**config.mk**
```make
export PLATFORM = sky130hd
export DESIGN_NAME = capture_ctrl
export DESIGN_NICKNAME = d
export VERILOG_FILES = /design/src/rtl/capture_ctrl_pkg.sv /design/src/rtl/dump_queue.sv /design/src/rtl/capture_ctrl.sv
export SDC_FILE = /design/constraint.sdc
export NUM_CORES = 1
export LEC_CHECK = 0
export CAP_MARGIN = 40
export CORE_UTILIZATION = 40
export DETAILED_ROUTE_END_ITERATION = 12
export GPL_TIMING_DRIVEN = 1
export SYNTH_ARGS = -nofsm -noshare
export SYNTH_HDL_FRONTEND = slang
export SYNTH_HIERARCHICAL = 1
export SYNTH_SLANG_ARGS = --single-unit
export TNS_END_PERCENT = 10
```
**constraint.sdc**
```tcl
create_clock -name clk -period 3.7 [get_ports clk]
set_input_delay 0.74 -clock clk [delete_from_list [all_inputs] [get_ports clk]]
set_output_delay 0.74 -clock clk [all_outputs]
set_load 0.005 [all_outputs]
```
**src/rtl/capture_ctrl_pkg.sv**
```systemverilog
// Shared types and constants for the capture controller: opcodes, sequencer
// states, response bytes and the command field layout.
package capture_ctrl_pkg;

  typedef enum logic [2:0] {
    OP_NOP         = 3'b000,
    OP_DUMP        = 3'b001,
    OP_WR_TRIG_CFG = 3'b010,
    OP_WR_DEC      = 3'b011,
    OP_WR_TRIG_POS = 3'b100,
    OP_CLR_ERR     = 3'b101,
    OP_RD_STATUS   = 3'b110,
    OP_RSVD        = 3'b111
  } op_e;

  typedef enum logic [1:0] {
    IDLE  = 2'd0,
    START = 2'd1,
    WAIT  = 2'd2,
    GAP   = 2'd3
  } state_e;

  localparam logic [7:0] RESP_ACK = 8'hA5;
  localparam logic [7:0] RESP_NAK = 8'hEE;

  localparam int CH_W     = 2;
  localparam int OP_MSB   = 15;
  localparam int OP_LSB   = 13;
  localparam int CH_MSB   = 12;
  localparam int CH_LSB   = 11;
  localparam int DATA_MSB = 8;
  localparam int DATA_LSB = 0;

  function automatic op_e cmd_op(input logic [15:0] c);
    return op_e'(c[OP_MSB:OP_LSB]);
  endfunction

endpackage

```
**src/rtl/dump_queue.sv**
```systemverilog
// FIFO of pending dump channels; show-ahead read so the head entry is
// available combinationally on the pop cycle.
module dump_queue
  import capture_ctrl_pkg::*;
#(
  parameter int DEPTH = 4
) (
  input  logic            clk,
  input  logic            rst,
  input  logic            push,
  input  logic [CH_W-1:0] push_data,
  input  logic            pop,
  output logic [CH_W-1:0] pop_data,
  output logic            full,
  output logic            empty,
  output logic [2:0]      count
);

  localparam int PTR_W = (DEPTH > 1) ? $clog2(DEPTH) : 1;
  localparam logic [PTR_W-1:0] PTR_LAST = PTR_W'(DEPTH - 1);

  logic [CH_W-1:0]  r_mem [DEPTH];
  logic [PTR_W-1:0] r_wr_ptr;
  logic [PTR_W-1:0] r_rd_ptr;
  logic [2:0]       r_count;
  logic             w_do_push;
  logic             w_do_pop;

  assign full      = (r_count == 3'(DEPTH));
  assign empty     = (r_count == 3'd0);
  assign count     = r_count;
  assign pop_data  = r_mem[r_rd_ptr];
  assign w_do_push = push && !full;
  assign w_do_pop  = pop && !empty;

  // NOTE: storage is deliberately not reset; the pointers and count define
  // which entries are valid, so a reset only needs to clear those.
  always_ff @(posedge clk) begin
    if (w_do_push) r_mem[r_wr_ptr] <= push_data;
  end

  always_ff @(posedge clk or posedge rst) begin
    if (rst) begin
      r_wr_ptr <= '0;
      r_rd_ptr <= '0;
      r_count  <= '0;
    end else begin
      if (w_do_push) r_wr_ptr <= (r_wr_ptr == PTR_LAST) ? '0 : r_wr_ptr + PTR_W'(1);
      if (w_do_pop)  r_rd_ptr <= (r_rd_ptr == PTR_LAST) ? '0 : r_rd_ptr + PTR_W'(1);
      r_count <= r_count + 3'(w_do_push) - 3'(w_do_pop);
    end
  end

endmodule

```
**src/rtl/capture_ctrl.sv**
```systemverilog
// Host-command front end for the capture block: configuration registers,
// queued dump requests and a sequencer that issues them one at a time.
module capture_ctrl
  import capture_ctrl_pkg::*;
#(
  parameter int         DUMP_DEPTH   = 4,
  parameter int         TIMEOUT      = 65535,
  parameter int         GAP_CYCLES   = 16,
  parameter logic [8:0] TRIG_POS_RST = 9'd256
) (
  input  logic        clk,
  input  logic        rst,
  input  logic        cmd_valid,
  input  logic [15:0] cmd,
  output logic        cmd_rdy,
  output logic        resp_valid,
  output logic [7:0]  resp,
  output logic        start_dump,
  output logic [1:0]  dump_channel,
  input  logic        dump_finished,
  input  logic        armed,
  output logic [5:0]  trig_cfg,
  output logic [3:0]  decimator,
  output logic [8:0]  trig_pos,
  output logic        busy,
  output logic        timeout_err
);

  localparam int TMR_MAX = (TIMEOUT > GAP_CYCLES) ? TIMEOUT : GAP_CYCLES;
  localparam int TMR_W   = $clog2(TMR_MAX + 1);
  localparam logic [TMR_W-1:0] TO_LAST  = TMR_W'(TIMEOUT - 1);
  localparam logic [TMR_W-1:0] GAP_LAST = TMR_W'(GAP_CYCLES - 1);

  state_e           r_state, w_state_nxt;
  logic [TMR_W-1:0] r_timer, w_timer_nxt;
  logic [1:0]       r_dump_channel;
  logic             r_resp_valid;
  logic [7:0]       r_resp, w_resp;
  logic [5:0]       r_trig_cfg;
  logic [3:0]       r_decimator;
  logic [8:0]       r_trig_pos;
  logic             r_timeout_err;

  op_e        w_op;
  logic [1:0] w_ch;
  logic [8:0] w_data;
  logic       w_accept, w_push, w_pop, w_to_hit, w_busy;
  logic       w_wr_cfg, w_wr_dec, w_wr_pos, w_clr_err;
  logic [1:0] w_q_data;
  logic       w_q_full, w_q_empty;
  logic [2:0] w_q_count;
  logic       w_unused;

  assign w_op     = cmd_op(cmd);
  assign w_ch     = cmd[CH_MSB:CH_LSB];
  assign w_data   = cmd[DATA_MSB:DATA_LSB];
  assign w_unused = ^cmd[10:9];
  assign cmd_rdy  = !r_resp_valid;
  assign w_accept = cmd_valid && cmd_rdy;
  assign w_busy   = (r_state != IDLE) || !w_q_empty;

  assign resp_valid   = r_resp_valid;
  assign resp         = r_resp;
  assign dump_channel = r_dump_channel;
  assign trig_cfg     = r_trig_cfg;
  assign decimator    = r_decimator;
  assign trig_pos     = r_trig_pos;
  assign busy         = w_busy;
  assign timeout_err  = r_timeout_err;

  dump_queue #(.DEPTH(DUMP_DEPTH)) u_queue (
    .clk       (clk),
    .rst       (rst),
    .push      (w_push),
    .push_data (w_ch),
    .pop       (w_pop),
    .pop_data  (w_q_data),
    .full      (w_q_full),
    .empty     (w_q_empty),
    .count     (w_q_count)
  );

  // NOTE: every signal gets a default before the case so no path leaves one
  // unassigned, which would otherwise infer a latch.
  always_comb begin
    w_resp    = RESP_NAK;
    w_push    = 1'b0;
    w_wr_cfg  = 1'b0;
    w_wr_dec  = 1'b0;
    w_wr_pos  = 1'b0;
    w_clr_err = 1'b0;
    case (w_op)
      OP_NOP:     w_resp = RESP_ACK;
      OP_DUMP: begin
        if (!armed && !w_q_full) begin
          w_push = w_accept;
          w_resp = RESP_ACK;
        end
      end
      OP_WR_TRIG_CFG: if (!w_busy) begin w_wr_cfg = w_accept; w_resp = RESP_ACK; end
      OP_WR_DEC:      if (!w_busy) begin w_wr_dec = w_accept; w_resp = RESP_ACK; end
      OP_WR_TRIG_POS: if (!w_busy) begin w_wr_pos = w_accept; w_resp = RESP_ACK; end
      OP_CLR_ERR: begin
        w_clr_err = w_accept;
        w_resp    = RESP_ACK;
      end
      OP_RD_STATUS: w_resp = {w_busy, r_timeout_err, armed, 2'b00, w_q_count};
      default:      w_resp = RESP_NAK;
    endcase
  end

  always_ff @(posedge clk or posedge rst) begin
    if (rst) begin
      r_resp_valid  <= 1'b0;
      r_resp        <= '0;
      r_trig_cfg    <= '0;
      r_decimator   <= '0;
      r_trig_pos    <= TRIG_POS_RST;
      r_timeout_err <= 1'b0;
    end else begin
      r_resp_valid <= w_accept;
      if (w_accept) r_resp <= w_resp;
      if (w_wr_cfg) r_trig_cfg  <= w_data[5:0];
      if (w_wr_dec) r_decimator <= w_data[3:0];
      if (w_wr_pos) r_trig_pos  <= w_data;
      // A timeout landing on the same cycle as CLR_ERR is kept, not lost.
      if (w_clr_err) r_timeout_err <= 1'b0;
      if (w_to_hit)  r_timeout_err <= 1'b1;
    end
  end

  always_comb begin
    w_state_nxt = r_state;
    w_timer_nxt = r_timer;
    w_pop       = 1'b0;
    w_to_hit    = 1'b0;
    start_dump  = 1'b0;
    case (r_state)
      IDLE: begin
        if (!w_q_empty) begin
          w_pop       = 1'b1;
          w_state_nxt = START;
        end
      end
      START: begin
        start_dump  = 1'b1;
        w_timer_nxt = '0;
        w_state_nxt = WAIT;
      end
      WAIT: begin
        if (dump_finished) begin
          w_timer_nxt = '0;
          w_state_nxt = GAP;
        end else if (r_timer == TO_LAST) begin
          w_to_hit    = 1'b1;
          w_timer_nxt = '0;
          w_state_nxt = GAP;
        end else begin
          w_timer_nxt = r_timer + TMR_W'(1);
        end
      end
      GAP: begin
        if (r_timer == GAP_LAST) w_state_nxt = IDLE;
        else                     w_timer_nxt = r_timer + TMR_W'(1);
      end
      default: w_state_nxt = IDLE;
    endcase
  end

  always_ff @(posedge clk or posedge rst) begin
    if (rst) begin
      r_state        <= IDLE;
      r_timer        <= '0;
      r_dump_channel <= '0;
    end else begin
      r_state <= w_state_nxt;
      r_timer <= w_timer_nxt;
      if (w_pop) r_dump_channel <= w_q_data;
    end
  end

endmodule

```
==> impl_metrics.json, run 1 <==
{
  "status": "finished clean",
  "internal_power_mw": 1.52,
  "ir_drop_mv": 0.469,
  "clockPowerShare": 0.226,
  "coreArea_um2": 7370,
  "clk-insertion-delay-late_ps": 340,
  "first_pass_iters": 4,
  "finalClockSkew_ps": 8.06,
  "p_total_mw": 2.24,
  "synth_flop_cell": "dfrtp_1",
  "min_path_type": "flop to flop",
  "cts_hold_buf": 0,
  "grt.total_usage": 0.174,
  "yosysMostFrequentCell": "dfrtp_1",
  "synth_edf_count": 8,
  "synth_area_per_cell_um2": 11.6,
  "post_dp_cell_area_um2": 3760,
  "switching_share": 0.322,
  "tritoncts": "yes",
  "numCtsBuffers": 9,
  "cts-root-buf": "clkbuf_8",
  "fin_crit_sh": 0.771,
  "initial_utilization": 0.421,
  "vias": 2154,
  "critPathCaptureType": "flop",
  "hold_violations": 0,
  "multi_input_area_um2": 1390,
  "drv_slew": 0,
  "fin_util": 0.533,
  "crit_required_ps": 3910,
  "port_buffers": 51,
  "antennaDiodeCount": 0,
  "worstHoldStart": "trig_cfg[5]",
  "path_max_fanout": 3,
  "r2r_end": "u_queue/count[2]",
  "hold_depth": 1,
  "vias_per_cell": 4.99,
  "dieArea_um2": 8110,
  "synth-warning-count": 6,
  "grt_start_max_net_pins": 40,
  "htreeDepth": 3,
  "min_to": "trig_cfg[5]",
  "r2r_setup_slack_ps": 900,
  "yosysSeqAreaShare": 0.522,
  "cpLargestDelayFamily": "adder cells",
  "cellLeakagePower_nw": 1.71,
  "cts_setup_buffers": 0,
  "cpMaxStageDelayCell": "clkdlybuf4s50_1",
  "ant_nets": 0,
  "rsz0062_at_grt": "false",
  "seqPwrFrac": 0.430,
  "grt_pass1_vias": 2228,
  "netlist-cell-type-count": 53,
  "yosysTopAreaCellShare": 0.436,
  "die_h_um": 90.1,
  "grt_pass1_wl_mm": 11.0,
  "synth_area_um2": 3100,
  "io_pins": 55,
  "p_per_area_nw_per_um2": 571,
  "synth_top_cell_by_area": "dfrtp_1",
  "wl_per_cell_um": 14.7,
  "path_cells": "clkdlybuf4s50_1, nand2b_1, nor2_1, and4b_1, nor2b_2, inv_1, ha_1, inv_1, ha_1, inv_1, fa_1, xnor2_1, xnor2_1",
  "p_sw_mw": 0.721,
  "max_freq_mhz": 351,
  "postRouteWirelength_mm": 6.36,
  "worst_slew_pin_slew_ps": 539,
  "cap_violations": 0,
  "dpl.hpwl_mm": 4.68,
  "setup_violations": 0,
  "gp_congestion": 0.825,
  "synthTopCellsByCount": "dfrtp_1, nor2_1, nand2_1",
  "fin_area_um2": 3930,
  "relSlewSlack": 0.640,
  "setup_tns_ps": 0,
  "die_w_um": 90.1,
  "antenna_found_initial": 0,
  "drt_iter0_drc": 79,
  "rr_startpoint": "r_state[0]",
  "cts_resized": 0,
  "area_growth_syn_to_layout_pct": 26.6,
  "clockBufferDepth": 2,
  "synthArstFlopShare": 0.873,
  "cts.sinks": 63,
  "drc": 0,
  "netlist_instances": 267,
  "r2r_cells": 12,
  "synth_top_cells_by_area": "dfrtp_1, edfxtp_1, mux2_2, ha_1, xor2_1",
  "holdWs_ps": 487,
  "nets": 364,
  "share_comb_of_total_power": 0.344,
  "path_buf_inv": 4,
  "worst_setup_path_start_kind": "primary input",
  "regArea_um2": 1620,
  "drive_above_1_share": 0.147,
  "fin_crit_ps": 2850,
  "arrival_ps": 3070,
  "num_rows": 31,
  "syn_nets": 303,
  "clk_pin_slew_ps": 70,
  "n_fill_cell": 684,
  "gr-total-overflow": 0,
  "cp_common_cell": "inv_1",
  "ys_seq_elements": 63,
  "slowest_delay_ps": 460,
  "path_class": "primary input to flop"
}
## through the flow
stage	setup WS, ps	std cells
after floorplan	904	267
after global placement	532	414
after detailed placement	506	416
after CTS	842	432
after global routing	676	432
final	847	432
## registers in the layout, indices dropped and copies added (netlist names)
register,cells
u_queue/count,3
r_state,2
resp_valid,1
r_timer,16
trig_cfg,6
decimator,4
resp,7
dump_channel,2
u_queue/r_mem,8
trig_pos,9
u_queue/r_rd_ptr,2
timeout_err,1
u_queue/r_wr_ptr,2
## power groups by stage
stage	registers (mW)	clock network (mW)	logic (mW)
after floorplan	0.957	0	0.469
after global placement	0.972	0	0.744
after detailed placement	0.980	0	0.779
after CTS	0.967	0.522	0.784
after global routing	0.991	0.555	0.865
final	0.964	0.507	0.772
## worst max path at each step
stage / startpoint / end / slack (ps) / cells past startpoint
3_5_place_dp: cmd_valid / u_queue/count[2] / 510 / 13
5_1_grt: r_state[0] / u_queue/count[2] / 680 / 12
4_1_cts: cmd_valid / u_queue/count[2] / 840 / 13
2_1_floorplan: cmd[14] / u_queue/count[2] / 900 / 12
3_3_place_gp: cmd_valid / u_queue/count[2] / 530 / 13
6_report: cmd_valid / u_queue/count[2] / 850 / 13
## worst reg2reg max path, delay by kind of cell (launching register included)
kind,cells,cell delay [ps]
simple gates,2,610
fa+ha+maj,4,1100
buf+inv,4,310
xor+xnor,2,270
flops,1,400
## cell type report
type	count	share of cell area
clock buffer	10	0.0325
clock inverter	6	0.00956
tap	99	0.0315
timing repair buffer	57	0.145
inverter	17	0.0162
sequential	63	0.412
multi-input combinational	180	0.354
## placed cells by master, fill, tap and decap left out, drive strengths merged, types with 6 or more instances in the layout
cell type      synthesis  routed
dfrtp                 54      54
inv                   17      17
ha                    14      14
xor2                  11      11
buf                    2       6
clkbuf                 5      10
mux2                  25      25
nand2                 20      20
edfxtp                 8       8
clkdlybuf4s50          0      51
nor2b                  6       6
nand3                  9       9
nor2                  24      24
nand4                  8       8
and2                   7       7
## kinds of logic (layout without fill, tap and decap cells)
family | count (synthesis) | count (layout) | synth area share
AO/OA/AOI/OAI | 17 | 17 | 0.0395
XOR/XNOR | 16 | 16 | 0.0452
adder cells (fa/ha/maj) | 15 | 15 | 0.0629
buffers and inverters | 24 | 90 | 0.0307
flip-flops | 63 | 63 | 0.522
multiplexers | 28 | 28 | 0.111
other | 1 | 1 | 0.00121
AND/OR/NAND/NOR | 103 | 103 | 0.188
## layer usage
metal | part of all wire | up-vias | track usage | wire length, um
li1 | - | 1054 | - | -
met1 | 0.50 | 1047 | 0.249 | 3180
met2 | 0.45 | 49 | 0.255 | 2870
met3 | 0.040 | 4 | 0.0288 | 254
met4 | 0.0083 | 0 | 0.0833 | 53
met5 | 0 | - | 0 | 0
Power figures use the tool's default switching activity.
==> run 2, diff against run 1 <==
- clock period: 3.7 -> 2.9 ns (I/O delays scaled with it)
==> impl_metrics.json, run 2 (synthesis results as in run 1) <==
{
  "min_to": "resp[2]",
  "path_max_fanout": 2,
  "r2r_cells": 12,
  "num_rows": 31,
  "rr_startpoint": "u_queue/count[1]",
  "cts-root-buf": "clkbuf_8",
  "hold_depth": 2,
  "grt_start_max_net_pins": 19,
  "p_total_mw": 2.89,
  "worstHoldStart": "resp[2]",
  "hold_violations": 0,
  "cts_resized": 0,
  "final_common_cell": "dfrtp_1",
  "io_pins": 55,
  "port_buffers": 51,
  "largest_reg_flops": 16,
  "coreArea_um2": 7370,
  "numCtsBuffers": 9,
  "path_class": "primary input to flop",
  "dpl.hpwl_mm": 4.63,
  "status": "finished clean",
  "antenna_found_initial": 0,
  "grt.total_usage": 0.173,
  "layout_common_cells": "dfrtp_1, clkdlybuf4s50_1, nor2_1",
  "vias": 2170,
  "die_w_um": 90.1,
  "postRouteWirelength_mm": 6.27,
  "gp_congestion": 0.853,
  "die_h_um": 90.1,
  "regMostFlops": "r_timer",
  "holdWs_ps": 475,
  "drc": 0,
  "worst_setup_path_start_kind": "primary input",
  "nets": 371,
  "top_layer": "met4",
  "first_pass_iters": 4,
  "antennaDiodeCount": 0,
  "tritoncts": "yes",
  "clk-insertion-delay-late_ps": 340,
  "max_freq_mhz": 374,
  "wl_met3_um": 278,
  "arrival_ps": 2930,
  "dieArea_um2": 8110,
  "r2r_end": "u_queue/count[2]",
  "fin_crit_sh": 0.922,
  "drt_iter0_drc": 114,
  "htreeDepth": 3,
  "cap_violations": 0,
  "ir_drop_mv": 0.448,
  "critPathCaptureType": "flop",
  "wl_met1_mm": 3.08,
  "fin_crit_ps": 2670,
  "grt_pass1_vias": 2205,
  "cts.sinks": 63,
  "area_growth_syn_to_layout_pct": 27.9,
  "crit_required_ps": 3150,
  "ant_nets": 0,
  "cts_setup_buffers": 0,
  "drv_slew": 0,
  "wl_per_cell_um": 14.3,
  "p_per_area_nw_per_um2": 727,
  "gr-total-overflow": 0,
  "vias_per_cell": 4.94,
  "initial_utilization": 0.421,
  "cts_hold_buf": 0,
  "rsz0062_at_grt": "false",
  "drive_above_1_share": 0.165,
  "cellLeakagePower_nw": 1.74,
  "wl_met2_mm": 2.83,
  "min_path_type": "flop to flop",
  "r2r_setup_slack_ps": 420,
  "clk_pin_slew_ps": 70,
  "finalClockSkew_ps": 7.16,
  "clockBufferDepth": 2,
  "setup_violations": 0,
  "grt_pass1_wl_mm": 11.0
}
## run 2: where the power goes
group	switching, mW	leakage [nW]	internal [mW]
registers	0.149	0.784	1.07
clock network	0.343	0.0781	0.305
logic	0.435	0.881	0.580
## run 2: critical path, cell delays in order
cell	delay [ps]
clkdlybuf4s50_1	460
nand2b_1	110
nor2_1	140
and4b_1	220
nor2b_2	160
inv_1	50
ha_1	270
inv_1	50
ha_1	130
inv_1	50
fa_1	370
xnor2_1	180
xnor2_1	140
## run 2: layout make-up
| type | count | area [um2] |
|---|---|---|
| fillers | 667 | 3400 |
| flip-flops and latches | 63 | 1620 |
| multi-input cells | 180 | 1390 |
| repair buffers | 64 | 608 |
| clock buffers | 10 | 128 |
| well taps | 99 | 124 |
| inverters | 17 | 63.8 |
| clock inverters | 6 | 37.5 |
## run 2: worst max-delay path by stage
stage / start / depth (start not counted) / slack (ps) / to
after global routing: cmd_valid / 13 / 90 / u_queue/count[2]
after detailed placement: cmd_valid / 13 / -80 / u_queue/count[2]
final: cmd_valid / 13 / 230 / u_queue/count[2]
after global placement: cmd_valid / 13 / -60 / u_queue/count[2]
after floorplan: cmd[14] / 12 / 260 / u_queue/count[2]
after CTS: r_state[0] / 6 / 260 / busy
## run 2: metal layers
| metal | global-route usage | vias to the layer above |
|---|---|---|
| met3 | 0.0415 | 7 |
| met2 | 0.256 | 58 |
| met4 | 0.0685 | 0 |
| met1 | 0.244 | 1032 |
| li1 | - | 1073 |
| met5 | 0 | - |
## run 2: per-stage QoR
stage,std cells,instance area (um2),setup WS (ps),util,TNS [ps]
floorplan,267,3100,264,-,0
global placement,423,3800,-61.5,0.516,-61.5
detailed placement,423,3800,-77.0,0.516,-77.0
CTS,439,3970,258,0.538,0
global route,439,3970,86.6,0.538,0
finish,439,3970,226,0.538,0
==> run 3, diff against run 2 <==
- CORE_UTILIZATION: 40 -> 25
- CTS_CLUSTER_DIAMETER: default -> 60
==> impl_metrics.json, run 3 (synthesis results as in run 1) <==
{
  "largest_reg_flops": 16,
  "regMostFlops": "r_timer",
  "port_buffers": 51,
  "cts_setup_buffers": 0,
  "wl_met1_mm": 3.10,
  "drv_slew": 0,
  "clk-insertion-delay-late_ps": 330,
  "cts.sinks": 63,
  "p_total_mw": 3.30,
  "coreArea_um2": 12100,
  "dpl.hpwl_mm": 4.80,
  "num_rows": 40,
  "drc": 0,
  "regArea_um2": 1620,
  "die_h_um": 113,
  "numCtsBuffers": 9,
  "post_dp_cell_area_um2": 3890,
  "rsz0062_at_grt": "false",
  "grt.total_usage": 0.113,
  "htreeDepth": 3,
  "grt_pass1_wl_mm": 11.1,
  "grt_start_max_net_pins": 27,
  "setup_tns_ps": 0,
  "wl_met2_mm": 3.00,
  "critPathCaptureType": "flop",
  "ir_drop_mv": 0.315,
  "ant_nets": 0,
  "cts_resized": 0,
  "antenna_found_initial": 0,
  "vias": 2159,
  "tritoncts": "yes",
  "postRouteWirelength_mm": 6.56,
  "path_max_fanout": 2,
  "antennaDiodeCount": 0,
  "cap_violations": 0,
  "fin_crit_ps": 2650,
  "relSlewSlack": 0.643,
  "dieArea_um2": 12900,
  "area_growth_syn_to_layout_pct": 34.9,
  "cts_hold_buf": 0,
  "drt_iter0_drc": 72,
  "cellLeakagePower_nw": 1.80,
  "max_freq_mhz": 377,
  "status": "finished clean",
  "min_path_type": "flop to flop",
  "worstHoldStart": "resp[5]",
  "wl_per_cell_um": 13.0,
  "first_pass_iters": 4,
  "die_w_um": 113,
  "nets": 369,
  "drive_above_1_share": 0.160,
  "vias_per_cell": 4.27,
  "p_per_area_nw_per_um2": 789,
  "grt_pass1_vias": 2253,
  "crit_required_ps": 3110,
  "multi_input_area_um2": 1390,
  "arrival_ps": 2870,
  "clk_pin_slew_ps": 50,
  "holdWs_ps": 471,
  "n_fill_cell": 1208,
  "top_layer": "met4",
  "path_class": "primary input to flop",
  "startpoint": "cmd_valid",
  "gr-total-overflow": 0,
  "initial_utilization": 0.257,
  "gp_congestion": 0.850,
  "hold_violations": 0,
  "fin_crit_sh": 0.915,
  "fin_area_um2": 4190,
  "finalClockSkew_ps": 4.62,
  "layout_common_cells": "dfrtp_1, clkdlybuf4s50_1, nor2_1",
  "worst_setup_path_start_kind": "primary input",
  "clockBufferDepth": 2,
  "fin_util": 0.347,
  "cts-root-buf": "clkbuf_16",
  "setup_violations": 0,
  "io_pins": 55,
  "worst_slew_pin_slew_ps": 534,
  "wl_met3_um": 339,
  "final_common_cell": "dfrtp_1",
  "rr_startpoint": "u_queue/count[1]"
}
run 3: changes by cell type in the layout (fill, tap and decap cells not counted), moves of 2 or more:
| cell | change |
|---|---|
| clkbuf_16 | +9 |
| clkinv_2 | -2 |
| buf_4 | -3 |
| clkbuf_8 | -8 |
run 3: worst max-delay path: stages:
cell	delay, ps
clkdlybuf4s50_1	460
nand2b_1	80
nor2_1	150
and4b_1	230
nor2b_2	150
inv_1	50
ha_1	280
inv_1	50
ha_1	130
inv_1	50
fa_1	370
xnor2_1	140
xnor2_1	130
run 3: power by group:
part	total, mW	leakage, nW	switching, mW	internal (mW)
Sequential	1.23	0.784	0.152	1.08
Clock	1.08	0.142	0.388	0.687
Combinational	0.997	0.877	0.418	0.579
run 3: worst paths after layout:
path	cells after the start	slack (ps)	end
setup / recovery	13	250	u_queue/count[2]
hold / removal	2	470	resp[5]
setup reg to reg	12	420	u_queue/count[2]
hold reg to reg	2	470	resp[5]
max in group asynchronous	3	1660	trig_pos[8]
min in group asynchronous	2	540	u_queue/count[1]
run 3: metal layers:
metal | global-route usage | vias up
met2 | 0.173 | 45
met4 | 0.0526 | 0
met1 | 0.140 | 1045
li1 | - | 1061
met3 | 0.0446 | 8
met5 | 0 | -
run 3: stage by stage:
step | instances | setup WS [ps]
4_1_cts | 506 | 225
2_1_floorplan | 267 | 264
3_5_place_dp | 490 | -115
6_report | 506 | 246
3_3_place_gp | 490 | -26.0
5_1_grt | 506 | 107
run 3: area by class of cell:
class	instances	share of cell area
inverter	17	0.0152
tap	168	0.0502
sequential	63	0.387
timing repair buffer	62	0.145
multi-input combinational	180	0.332
clock inverter	5	0.0135
clock buffer	11	0.0580
